[src/rtl/ext_mmio_pkg.sv]
// Register map, control/status bit positions and field widths for the
// external-bus MMIO responder.
package ext_mmio_pkg;

  localparam logic [31:0] OFS_GPIO_OUT  = 32'h00;
  localparam logic [31:0] OFS_GPIO_IN   = 32'h04;
  localparam logic [31:0] OFS_TMR_COUNT = 32'h08;
  localparam logic [31:0] OFS_TMR_CTRL  = 32'h0C;
  localparam logic [31:0] OFS_TMR_CMP   = 32'h10;
  localparam logic [31:0] OFS_STATUS    = 32'h14;
  localparam logic [31:0] OFS_TX_DATA   = 32'h18;

  localparam int CTRL_EN          = 0;
  localparam int CTRL_AUTO_RELOAD = 1;
  localparam int CTRL_IRQ_EN      = 2;
  localparam int CTRL_W           = 3;

  localparam int ST_MATCH      = 0;
  localparam int ST_FIFO_FULL  = 1;
  localparam int ST_FIFO_EMPTY = 2;
  localparam int ST_TX_OVF     = 3;
  localparam int ST_CNT_LSB    = 7;
  localparam int ST_CNT_W      = 5;

  localparam int BUS_W = 32;
  localparam int TX_W  = 8;

endpackage

[src/rtl/ext_tx_fifo.sv]
// Byte FIFO feeding the TX stream; pointers carry one extra wrap bit so that
// full and empty are distinguishable without a separate counter.
module ext_tx_fifo
  import ext_mmio_pkg::*;
#(
  parameter int DEPTH = 8
) (
  input  logic                   clk,
  input  logic                   rst,
  input  logic                   push,
  input  logic [TX_W-1:0]        push_data,
  input  logic                   pop,
  output logic                   full,
  output logic                   empty,
  output logic [$clog2(DEPTH):0] count,
  output logic [TX_W-1:0]        head
);

  localparam int AW = $clog2(DEPTH);
  localparam logic [AW:0] PTR_ONE = 1;

  logic [AW:0]     wr_ptr_q, wr_ptr_d;
  logic [AW:0]     rd_ptr_q, rd_ptr_d;
  logic [TX_W-1:0] mem_q [DEPTH];
  logic [TX_W-1:0] mem_d [DEPTH];
  logic            push_ok;
  logic            pop_ok;

  assign empty   = (wr_ptr_q == rd_ptr_q);
  assign full    = (wr_ptr_q[AW] != rd_ptr_q[AW]) &&
                   (wr_ptr_q[AW-1:0] == rd_ptr_q[AW-1:0]);
  assign count   = wr_ptr_q - rd_ptr_q;
  assign push_ok = push && !full;
  assign pop_ok  = pop && !empty;
  assign head    = empty ? '0 : mem_q[rd_ptr_q[AW-1:0]];

  always_comb begin
    wr_ptr_d = wr_ptr_q;
    rd_ptr_d = rd_ptr_q;
    mem_d    = mem_q;
    if (push_ok) begin
      mem_d[wr_ptr_q[AW-1:0]] = push_data;
      wr_ptr_d                = wr_ptr_q + PTR_ONE;
    end
    if (pop_ok) begin
      rd_ptr_d = rd_ptr_q + PTR_ONE;
    end
  end

  always_ff @(posedge clk) begin
    if (rst) begin
      wr_ptr_q <= '0;
      rd_ptr_q <= '0;
    end else begin
      wr_ptr_q <= wr_ptr_d;
      rd_ptr_q <= rd_ptr_d;
    end
  end

  // Storage holds data only; emptiness is decided by the pointers.
  always_ff @(posedge clk) begin
    mem_q <= mem_d;
  end

endmodule

[src/rtl/ext_mmio_responder.sv]
// Zero-wait-state MMIO responder on the core's external data bus: GPIO,
// compare timer with interrupt, and a byte TX FIFO with valid/ready output.
module ext_mmio_responder
  import ext_mmio_pkg::*;
#(
  parameter logic [31:0] BASE_ADDR  = 32'hFFFF_0000,
  parameter int          OFS_W      = 8,
  parameter int          GPIO_W     = 8,
  parameter int          FIFO_DEPTH = 8
) (
  input  logic              clk,
  input  logic              rst,
  input  logic              ext_write_en,
  input  logic              ext_read_en,
  input  logic [BUS_W-1:0]  ext_addr,
  input  logic [BUS_W-1:0]  ext_write_data,
  output logic [BUS_W-1:0]  ext_read_data,
  input  logic [GPIO_W-1:0] gpio_in,
  output logic [GPIO_W-1:0] gpio_out,
  output logic              tx_valid,
  output logic [TX_W-1:0]   tx_data,
  input  logic              tx_ready,
  output logic              irq
);

  localparam int CW = $clog2(FIFO_DEPTH) + 1;

  logic              in_win;
  logic [31:0]       ofs;
  logic              wr_gpio, wr_cnt, wr_ctrl, wr_cmp, wr_st, wr_tx;
  logic [GPIO_W-1:0] gpio_out_q, gpio_out_d;
  logic [GPIO_W-1:0] gpio_sync1_q, gpio_sync2_q;
  logic [31:0]       tmr_count_q, tmr_count_d;
  logic [31:0]       tmr_cmp_q, tmr_cmp_d;
  logic [CTRL_W-1:0] tmr_ctrl_q, tmr_ctrl_d;
  logic              match_q, match_d;
  logic              ovf_q, ovf_d;
  logic              irq_q, irq_d;
  logic              tmr_hit;
  logic              fifo_full, fifo_empty;
  logic [CW-1:0]     fifo_count;
  logic [31:0]       status;

  assign in_win  = (ext_addr[31:OFS_W] == BASE_ADDR[31:OFS_W]);
  assign ofs     = 32'(ext_addr[OFS_W-1:0]) & ~32'h3;
  assign wr_gpio = ext_write_en && in_win && (ofs == OFS_GPIO_OUT);
  assign wr_cnt  = ext_write_en && in_win && (ofs == OFS_TMR_COUNT);
  assign wr_ctrl = ext_write_en && in_win && (ofs == OFS_TMR_CTRL);
  assign wr_cmp  = ext_write_en && in_win && (ofs == OFS_TMR_CMP);
  assign wr_st   = ext_write_en && in_win && (ofs == OFS_STATUS);
  assign wr_tx   = ext_write_en && in_win && (ofs == OFS_TX_DATA);

  assign tmr_hit = tmr_ctrl_q[CTRL_EN] && (tmr_count_q == tmr_cmp_q);

  always_comb begin
    gpio_out_d  = wr_gpio ? ext_write_data[GPIO_W-1:0] : gpio_out_q;
    tmr_cmp_d   = wr_cmp ? ext_write_data : tmr_cmp_q;
    tmr_ctrl_d  = wr_ctrl ? ext_write_data[CTRL_W-1:0] : tmr_ctrl_q;
    tmr_count_d = tmr_count_q;
    if (tmr_ctrl_q[CTRL_EN]) begin
      tmr_count_d = (tmr_hit && tmr_ctrl_q[CTRL_AUTO_RELOAD]) ? '0 : tmr_count_q + 32'd1;
    end
    if (wr_cnt) begin
      tmr_count_d = ext_write_data;
    end
    // Sticky flags: clear first so a same-cycle set takes priority.
    match_d = match_q;
    if (wr_st && ext_write_data[ST_MATCH]) match_d = 1'b0;
    if (tmr_hit) match_d = 1'b1;
    ovf_d = ovf_q;
    if (wr_st && ext_write_data[ST_TX_OVF]) ovf_d = 1'b0;
    if (wr_tx && fifo_full) ovf_d = 1'b1;
    irq_d = match_d && tmr_ctrl_d[CTRL_IRQ_EN];
  end

  always_ff @(posedge clk) begin
    if (rst) begin
      gpio_out_q   <= '0;
      gpio_sync1_q <= '0;
      gpio_sync2_q <= '0;
      tmr_count_q  <= '0;
      tmr_cmp_q    <= '0;
      tmr_ctrl_q   <= '0;
      match_q      <= 1'b0;
      ovf_q        <= 1'b0;
      irq_q        <= 1'b0;
    end else begin
      gpio_out_q   <= gpio_out_d;
      gpio_sync1_q <= gpio_in;
      gpio_sync2_q <= gpio_sync1_q;
      tmr_count_q  <= tmr_count_d;
      tmr_cmp_q    <= tmr_cmp_d;
      tmr_ctrl_q   <= tmr_ctrl_d;
      match_q      <= match_d;
      ovf_q        <= ovf_d;
      irq_q        <= irq_d;
    end
  end

  ext_tx_fifo #(
    .DEPTH (FIFO_DEPTH)
  ) u_tx_fifo (
    .clk       (clk),
    .rst       (rst),
    .push      (wr_tx),
    .push_data (ext_write_data[TX_W-1:0]),
    .pop       (tx_ready),
    .full      (fifo_full),
    .empty     (fifo_empty),
    .count     (fifo_count),
    .head      (tx_data)
  );

  always_comb begin
    status                = 32'(fifo_count) << ST_CNT_LSB;
    status[ST_MATCH]      = match_q;
    status[ST_FIFO_FULL]  = fifo_full;
    status[ST_FIFO_EMPTY] = fifo_empty;
    status[ST_TX_OVF]     = ovf_q;
  end

  always_comb begin
    ext_read_data = '0;
    if (ext_read_en && in_win) begin
      case (ofs)
        OFS_GPIO_OUT:  ext_read_data = 32'(gpio_out_q);
        OFS_GPIO_IN:   ext_read_data = 32'(gpio_sync2_q);
        OFS_TMR_COUNT: ext_read_data = tmr_count_q;
        OFS_TMR_CTRL:  ext_read_data = 32'(tmr_ctrl_q);
        OFS_TMR_CMP:   ext_read_data = tmr_cmp_q;
        OFS_STATUS:    ext_read_data = status;
        default:       ext_read_data = '0;
      endcase
    end
  end

  assign gpio_out = gpio_out_q;
  assign tx_valid = !fifo_empty;
  assign irq      = irq_q;

endmodule

[config.mk]
export PLATFORM = sky130hd
export DESIGN_NAME = ext_mmio_responder
export DESIGN_NICKNAME = d
export VERILOG_FILES = /design/src/rtl/ext_mmio_pkg.sv /design/src/rtl/ext_tx_fifo.sv /design/src/rtl/ext_mmio_responder.sv
export SDC_FILE = /design/constraint.sdc
export NUM_CORES = 1
export LEC_CHECK = 0
export BUFFER_PORTS_ARGS = -buffer_cell sky130_fd_sc_hd__buf_2
export CAP_MARGIN = 30
export CELL_PAD_IN_SITES_DETAIL_PLACEMENT = 2
export CELL_PAD_IN_SITES_GLOBAL_PLACEMENT = 2
export CORE_MARGIN = 2
export CORE_UTILIZATION = 38
export CTS_CLUSTER_DIAMETER = 150
export DETAILED_ROUTE_END_ITERATION = 12
export GPL_TIMING_DRIVEN = 0
export PLACE_DENSITY = 0.92
export SYNTH_ARGS = -nofsm -noshare
export SYNTH_HDL_FRONTEND = slang
export SYNTH_SLANG_ARGS = --single-unit
export TNS_END_PERCENT = 20
[constraint.sdc]
create_clock -name clk -period 5.9 [get_ports clk]
set_input_delay 0.295 -clock clk [delete_from_list [all_inputs] [get_ports clk]]
set_output_delay 0.295 -clock clk [all_outputs]
set_load 0.02 [all_outputs]
# Word-level counts from Yosys, hierarchy flattened
# Index checks and enable logic that the tools add are counted.
dict set report totals {
  register_bits 166
  output_inout_bits 50
}
dict set report classes {
  n_mux 17
  n_lt_le_gt_ge 3
  bitwise_logic 2
  reduce_logical 23
  addsub 4
  eq_ne 11
}
# operator n
set ops {}
lappend ops {{one-hot mux 32 bit (6 select lines)} 1}
lappend ops {{two-way mux 32 bit} 4}
lappend ops {{bitwise mux 64 bit} 1}
lappend ops {{adder 32 x 1 -> 32 bit, second input constant} 1}
lappend ops {{equality test 32 bit} 1}
lappend ops {{zero test 32 bit} 1}
lappend ops {{two-way mux 8 bit} 4}
lappend ops {{binary-select mux 8 bit (select 3 bit)} 1}
lappend ops {{demux 8 bit (select 3 bit)} 1}
lappend ops {{equality test 24 bit, second input constant} 1}
lappend ops {{equality test 6 x 3 -> 1 bit, second input constant} 3}
lappend ops {{logical AND 1 bit} 18}
lappend ops {{equality test 6 x 2 -> 1 bit, second input constant} 2}
lappend ops {{adder 4 x 1 -> 4 bit, second input constant} 2}
lappend ops {{greater-or-equal comparator 4 bit, second input constant} 2}
lappend ops {{NOT 3 -> 4 bit} 2}
lappend ops {{equality test 6 x 1 -> 1 bit, second input constant} 1}
lappend ops {{equality test 4 bit} 1}
lappend ops {{less-than comparator 4 x 1 -> 1 bit, second input constant} 1}
lappend ops {{two-way mux 1 bit} 4}
lappend ops {{nonzero test 2 bit} 2}
lappend ops {{subtractor 4 bit} 1}
lappend ops {{equality test 3 bit} 1}
lappend ops {{two-way mux 3 bit} 1}
lappend ops {{other kinds (2)} 3}

# Logic depth before layout (Yosys ltp)
# Gate-level depths: netlist of the first run.
dict set report logic_depth {
  word_depth 7
  depth_mapped 10
}

# By module
# Synthesis of the first run repeated with hierarchy kept, for this count alone.
dict set report unflattened {
  hier_cells 820
  hier_area_um2 8020.2
}
# module n_inst seq_area_each_um2 cells_each area_each_um2
set by_module_without_submodules {}
lappend by_module_without_submodules {ext_mmio_responder 1 1881.8 657 5073.6}
lappend by_module_without_submodules {ext_tx_fifo 1 2082.0 163 2946.6}

# Worst setup path before layout of the first run
# Ideal clock, no wire load.
dict set report synth_timing {
  path_type {register to register}
  start {register u_tx_fifo.rd_ptr_q[1]}
  end {register u_tx_fifo.mem_q[24] (netlist name) (enable)}
  arrival_ns 2.940
  path_buffers 2
  setup_slack_ns 2.563
  setup_ns 0.398
  period_less_slack_ns 3.337
  stages_incl_launch_ff 9
  cell_sequence {dfxtp_1 clkbuf_1 clkbuf_1 inv_1 ha_1 nand3_1 nor2_1 nand4b_2 nor4b_1}
}
dict set report synth_between {
  elab_chain_len 4
}
# element line
set synth_rtl {}
lappend synth_rtl {{from (decl)} ext_tx_fifo.sv:23} ;# logic [AW:0] rd_ptr_q, rd_ptr_d;
lappend synth_rtl {{from (signal assigned)} ext_tx_fifo.sv:56} ;# rd_ptr_q <= rd_ptr_d;
lappend synth_rtl {{equality test 3 bit} ext_tx_fifo.sv:31} ;# (wr_ptr_q[AW-1:0] == rd_ptr_q[AW-1:0]);
lappend synth_rtl {{logical AND 1 bit} ext_tx_fifo.sv:30} ;# assign full = (wr_ptr_q[AW] != rd_ptr_q[AW]) &&
lappend synth_rtl {{zero test 1 bit} ext_tx_fifo.sv:33} ;# assign push_ok = push && !full;
lappend synth_rtl {{logical AND 1 bit} ext_tx_fifo.sv:33}
lappend synth_rtl {{to (signal assigned)} ext_tx_fifo.sv:62} ;# mem_q <= mem_d;
lappend synth_rtl {{to (decl)} ext_tx_fifo.sv:24} ;# logic [TX_W-1:0] mem_q [DEPTH];
# No other way between the ends.
# A chain may end at the register's enable or synchronous reset.

# Worst setup path after layout of the first run
dict set report layout_timing {
  start {register u_tx_fifo.rd_ptr_q[1]}
  end {register u_tx_fifo.mem_q[14] (netlist name) (enable)}
}
# Same word-level chain as after synthesis.

==> results of run 1 <==
-- routing by layer --
layer	global-route usage, %	up-vias
met4	17.2	0
met2	56.8	314
li1	-	3283
met1	36.5	3867
met5	0.909	-
met3	5.55	102
-- per-stage QoR --
step	utilization (%)	hold slack (ps)	setup WS [ps]	area, sq um
5_1_grt	46.6	72.9	1080	9770
3_3_place_gp	43.3	418	1460	9060
4_1_cts	46.5	48.5	1380	9750
2_1_floorplan	-	394	2560	8110
3_5_place_dp	43.6	430	1600	9130
6_report	46.6	53.6	1450	9770
-- power groups by stage --
stage                     Sequential, mW  Clock, mW  Combinational, mW
after floorplan                     1.22          0             0.0246
after global placement              1.22          0             0.0779
after detailed placement            1.22          0             0.0822
after CTS                           1.19       1.22             0.0842
after global routing                1.19       1.26             0.0903
final                               1.19       1.21             0.0862
-- cells by family after synthesis --
logic type	synth area share, %
buffers and inverters	4.28
adder cells (fa/ha/maj)	1.17
flip-flops	48.9
multiplexers	6.51
XOR/XNOR	6.38
AND/OR/NAND/NOR	19.9
AO/OA/AOI/OAI	12.8
-- placed cells by master, fill, tap and decap left out, drive strengths merged, types with 22 or more instances in the layout --
cell    count
inv        24
edfxtp     64
buf       152
clkbuf     56
xor2       43
nand2     124
a21oi      76
nor3       24
a22oi      29
and3       22
dfxtp     102
nor2       62
-- worst max path at each step --
stage,from,end,slack (ps),depth (start not counted)
CTS,u_tx_fifo.rd_ptr_q[1],u_tx_fifo.mem_q[11],1380,10
global route,u_tx_fifo.rd_ptr_q[1],u_tx_fifo.mem_q[11],1080,10
detailed placement,u_tx_fifo.rd_ptr_q[1],u_tx_fifo.mem_q[15],1600,10
floorplan,u_tx_fifo.rd_ptr_q[1],u_tx_fifo.mem_q[24],2560,8
global placement,u_tx_fifo.rd_ptr_q[1],u_tx_fifo.mem_q[31],1460,8
finish,u_tx_fifo.rd_ptr_q[1],u_tx_fifo.mem_q[14],1450,10
-- cell type report --
class	count	share of cell area (%)
Clock buffer	18	4.50
Sequential cell	166	40.6
Multi-Input combinational cell	583	39.0
Inverter	18	0.692
Clock inverter	14	1.90
Buffer	59	2.86
Timing Repair Buffer	131	6.92
Tap cell	275	3.52
-- critical path: cells and delay by family, from the launching register on --
family                   cells  cell delay (ps)
AND/OR/NAND/NOR              5             1860
buffers and inverters        4             1560
adder cells (fa/ha/maj)      1              370
flip-flops                   1              350
-- registers in the layout, indices dropped and copies added, names as in the netlist --
register	count
u_tx_fifo.mem_q	64
tmr_cmp_q	32
tmr_count_q	32
gpio_out	8
gpio_sync1_q	8
gpio_sync2_q	8
u_tx_fifo.rd_ptr_q	4
u_tx_fifo.wr_ptr_q	4
tmr_ctrl_q	3
irq	1
match_q	1
ovf_q	1
==> impl_metrics.ini, run 1 <==
[run_status]
status = finished, final reports clean

[worst_setup_path]
reg2reg_to = u_tx_fifo.mem_q[14]
end_kind = flop
reg2regPathDepth = 10
crit_top_cell = clkbuf_1
reg2reg_setup_slack_ps = 1450
cp_cell_sequence = clkbuf_1, clkbuf_1, inv_1, ha_1, nand3_1, nor2_1, nand4b_2, or2_1, nor3b_1, buf_4
critical_path_arrival_ps = 4610
required_ps = 6060
critPathMaxFanout = 10
r2r-start = u_tx_fifo.rd_ptr_q[1]
cp_slowest_stage_delay_ps = 710
cp_slowest_cell = nor3b_1
crit_type = flop to flop
critPathLaunchType = flop

[pwr]
clock_power_share_pct = 48.6
leakagePower_nw = 3.63
p_comb_share_pct = 3.5
switching_share_pct = 24.7
p_switching_uw = 615
p_per_area_mw_per_mm2 = 255
internal-power_mw = 1.88
power_mw = 2.49
power_frac_seq_pct = 47.9
ir_worst_vdd_uv = 176

[clocking]
htree_levels = 4
cts_tree = built
clock_latency_ps = 450
clkTransAtPathRegs_ps = 80
root_buffer = clkbuf_16
cts_made_buffers = 17
ctsResizeCount = 0
cts.sinks = 166
postCtsHoldBufs = 0
cts_setup_buffers = 0
clockBufferDepth = 2

[grt]
grt_max_degree = 18
grt_overflow = 0
grt_usage_pct = 32.0
grt_pass1_wl_microns = 52600
antenna_found_initial = 0
grt_pass1_vias = 8429

[synth]
post-synth-top-count-cell = nand2_1
ys_warn_count = 0
synthArstFlopShare_pct = 0
synth.yosys.seq_area_share_pct = 48.9
synth_fp_nets = 910
synth.distinct_cells = 60
synth_top_area_cell = dfxtp_1
syn_area_sq_mm = 0.00811
yosys-top-cells-count = nand2_1 (122), dfxtp_1 (102), a21oi_1 (76)
synth_area_leaders = dfxtp_1 (25%), edfxtp_1 (24%), nand2_1 (5.6%)
synth_edf_count = 64
synth_top_area_share_pct = 25.2
ys_seq_elements = 166
netlist_instances = 826
synth_ff_type = dfxtp_1
avgSynthCellArea_sq_um = 9.81

[timing]
tns_ps = 0
timing_hold_violations_final = 0
worst_pin_slew_ps = 932
grt_setup_unrepaired = no
finClkSkew_ps = 10.5
fmax_ghz = 0.225
fin_crit_sh_pct = 75.4
maxSlewHeadroom_pct = 37.4
setup_viol_count_final = 0
min_period_ps = 4450
slew_viol_final = 0

[run]
drv_cap = 0

[drt]
routed_via_density = 5.99
drc = 0
post_drt_wl_per_cell_microns = 27.6
highest_layer = met4
drtPass1Iterations = 6
ant_nets = 0
dr_wl_met3_microns = 1880
vias = 7566
met1_length_microns = 13500
drt-initial-drc-count = 568
met2_length_microns = 18000
drt-total-wl_microns = 34900

[cells_and_area]
nets = 1060
multi_input_area_sq_mm = 0.00381
n_antenna_cell = 0
fillCellCount = 2239
drive_above_1_share_pct = 22.5
syn_to_final_growth_pct = 20.5
instances_no_fill = 1264
ff_latch_area_sq_mm = 0.00396

[hold_path]
holdPathStages = 2
hp-class = input pin to flop
worstHoldStart = gpio_in[2]
holdPathEnd = gpio_sync1_q[2]

[floorplan]
rows = 53
core_area_sq_mm = 0.0210
dieArea_sq_mm = 0.0225
num_io_pins = 127
die_h_microns = 150
initial_core_util_pct = 38.7
dieWidth_microns = 150

[placed_design]
io_buffer_count = 123
placedCellCount = 1230
gp_congestion = 0.823
hpwl_microns = 23100
Note: power is estimated with default switching activity, not from simulation.
==> run 2: changes to the inputs <==
--- a/config.mk
+++ b/config.mk
@@ -10,11 +10,11 @@
 export CELL_PAD_IN_SITES_DETAIL_PLACEMENT = 2
 export CELL_PAD_IN_SITES_GLOBAL_PLACEMENT = 2
 export CORE_MARGIN = 2
-export CORE_UTILIZATION = 38
+export CORE_UTILIZATION = 36
 export CTS_CLUSTER_DIAMETER = 150
 export DETAILED_ROUTE_END_ITERATION = 12
 export GPL_TIMING_DRIVEN = 0
-export PLACE_DENSITY = 0.92
+export PLACE_DENSITY = 0.88
 export SYNTH_ARGS = -nofsm -noshare
 export SYNTH_HDL_FRONTEND = slang
 export SYNTH_SLANG_ARGS = --single-unit
==> constraint.sdc (replaced) <==
create_clock -name clk -period 4.2 [get_ports clk]
set_input_delay 0.21 -clock clk [delete_from_list [all_inputs] [get_ports clk]]
set_output_delay 0.21 -clock clk [all_outputs]
set_load 0.02 [all_outputs]
==> run 2 against run 1 <==
  * Clock power up 33%
  * Die area is 5.4% higher
  * Via count shrank 1.6%
  * Count of clock-buffer cells in the layout is 1 lower
  * Wire length shrank 6.9%
  * Sequential power increased by 41%
  * Critical endpoint is now ext_read_data[2]
==> impl_metrics.ini, run 2 (synthesis results as in run 1) <==
[pwr]
internal-power_mw = 2.52
switching_share_pct = 26.0
clock_power_share_pct = 47.2
ir_worst_vdd_uv = 247
power_frac_seq_pct = 49.1
p_switching_uw = 887
p_comb_share_pct = 3.6
p_per_area_mw_per_mm2 = 347
power_mw = 3.41
leakagePower_nw = 3.66

[timing]
fin_crit_sh_pct = 93.4
setup_viol_count_final = 0
setup_slack_ps = 276
fmax_ghz = 0.255
timing_hold_violations_final = 0
worst_pin_slew_ps = 954
grt_setup_unrepaired = no
slew_viol_final = 0
maxSlewHeadroom_pct = 36.2
finClkSkew_ps = 11.7
min_period_ps = 3920
tns_ps = 0

[placed_design]
hpwl_microns = 22700
dp_slack_ps = -24.8
io_buffer_count = 123
placedCellCount = 1236
gp_congestion = 0.869
place_area_sq_mm = 0.00914

[worst_setup_path]
required_ps = 3990
critical_path_arrival_ps = 3710
critPathLaunchType = flop
end_kind = primary output
critPathMaxFanout = 10
crit_type = flop to primary output

[cells_and_area]
final_common_cell = buf_2
final_cell_mix = buf_2 (136), nand2_1 (122), dfxtp_1 (102)
regMostFlops = u_tx_fifo.mem_q
design_area_sq_mm = 0.00983
instances_no_fill = 1276
reg.largest.list = u_tx_fifo.mem_q (64), tmr_cmp_q (32), tmr_count_q (32)
largest_reg_flops = 64
n_antenna_cell = 0
nets = 1067
syn_to_final_growth_pct = 21.3
drive_above_1_share_pct = 22.7

[floorplan]
num_io_pins = 127
rows = 54
dieArea_sq_mm = 0.0237
die_h_microns = 154
initial_core_util_pct = 36.9
core_area_sq_mm = 0.0220
dieWidth_microns = 154

[clocking]
cts.sinks = 166
root_buffer = clkbuf_16
htree_levels = 4
cts_tree = built
clkTransAtPathRegs_ps = 80
clock_latency_ps = 450
cts_made_buffers = 17
clockBufferDepth = 2

[drt]
drc = 0
drt-initial-drc-count = 483
ant_nets = 0
post_drt_wl_per_cell_microns = 25.5
vias = 7445
drt-total-wl_microns = 32500
drtPass1Iterations = 5
routed_via_density = 5.83

[grt]
grt_pass1_vias = 8244
grt_usage_pct = 27.9
grt_pass1_wl_microns = 50000
grt_overflow = 0
grt_max_degree = 20
antenna_found_initial = 0

[run]
drv_cap = 0

[hold_path]
hp-class = input pin to flop

[run_status]
status = finished, final reports clean
## run 2: what timing repair did
item,CTS,global route
setup endpoints to repair,18,15
hold buffers,8,0
pin swaps,0,0
buffers inserted,0,0
endpoints found under the hold margin,8,0
gates resized for setup,1,3
## run 2: power by group through the flow
stage / sequential [mW] / clock (mW) / combinational, mW
after floorplan: 1.71 / 0 / 0.0345
after global placement: 1.71 / 0 / 0.109
after detailed placement: 1.71 / 0 / 0.113
after CTS: 1.68 / 1.63 / 0.122
after global routing: 1.68 / 1.68 / 0.132
final: 1.68 / 1.61 / 0.124
## run 2: per-layer routing
metal	wire, microns	vias to the layer above	part of all wire, %	global-route usage (%)
met5	0	-	0	0
met3	1500	71	4.6	4.65
met2	17000	253	52	50.7
li1	-	3299	-	-
met4	1090	0	3.3	11.2
met1	12900	3822	40	32.8
## run 2: final cells by class
| cell class | instances | area [sq um] |
|---|---|---|
| fill | 2354 | 12100 |
| multi-input combinational | 583 | 3830 |
| sequential | 166 | 3960 |
| clock inverter | 15 | 168 |
| clock buffer | 17 | 425 |
| buffer | 59 | 280 |
| timing repair buffer | 138 | 748 |
| tap | 280 | 350 |
| inverter | 18 | 67.6 |
## run 2: through the flow
step / utilization (%) / hold slack [ps]
finish: 44.8 / 9.76
global route: 44.8 / 15.2
CTS: 44.7 / 3.22
detailed placement: 41.6 / 428
global placement: 41.3 / 422
floorplan: - / 309
## run 2: final timing paths
kind / start / to / slack, ps / cells after the start
max: u_tx_fifo.rd_ptr_q[1] / ext_read_data[2] / 280 / 9
min: ext_write_data[26] / tmr_cmp_q[26] / 10 / 3
max reg2reg: u_tx_fifo.rd_ptr_q[1] / u_tx_fifo.mem_q[15] / 280 / 10
min reg2reg: gpio_sync1_q[0] / gpio_sync2_q[0] / 440 / 1
## run 2: critical path, stage by stage, from the launching register on
cell	delay (ps)
dfxtp_1	360
clkbuf_1	500
clkbuf_2	420
inv_1	150
ha_1	350
nand3_1	110
nor2_1	740
a222oi_1	210
nor2_1	220
buf_2	210
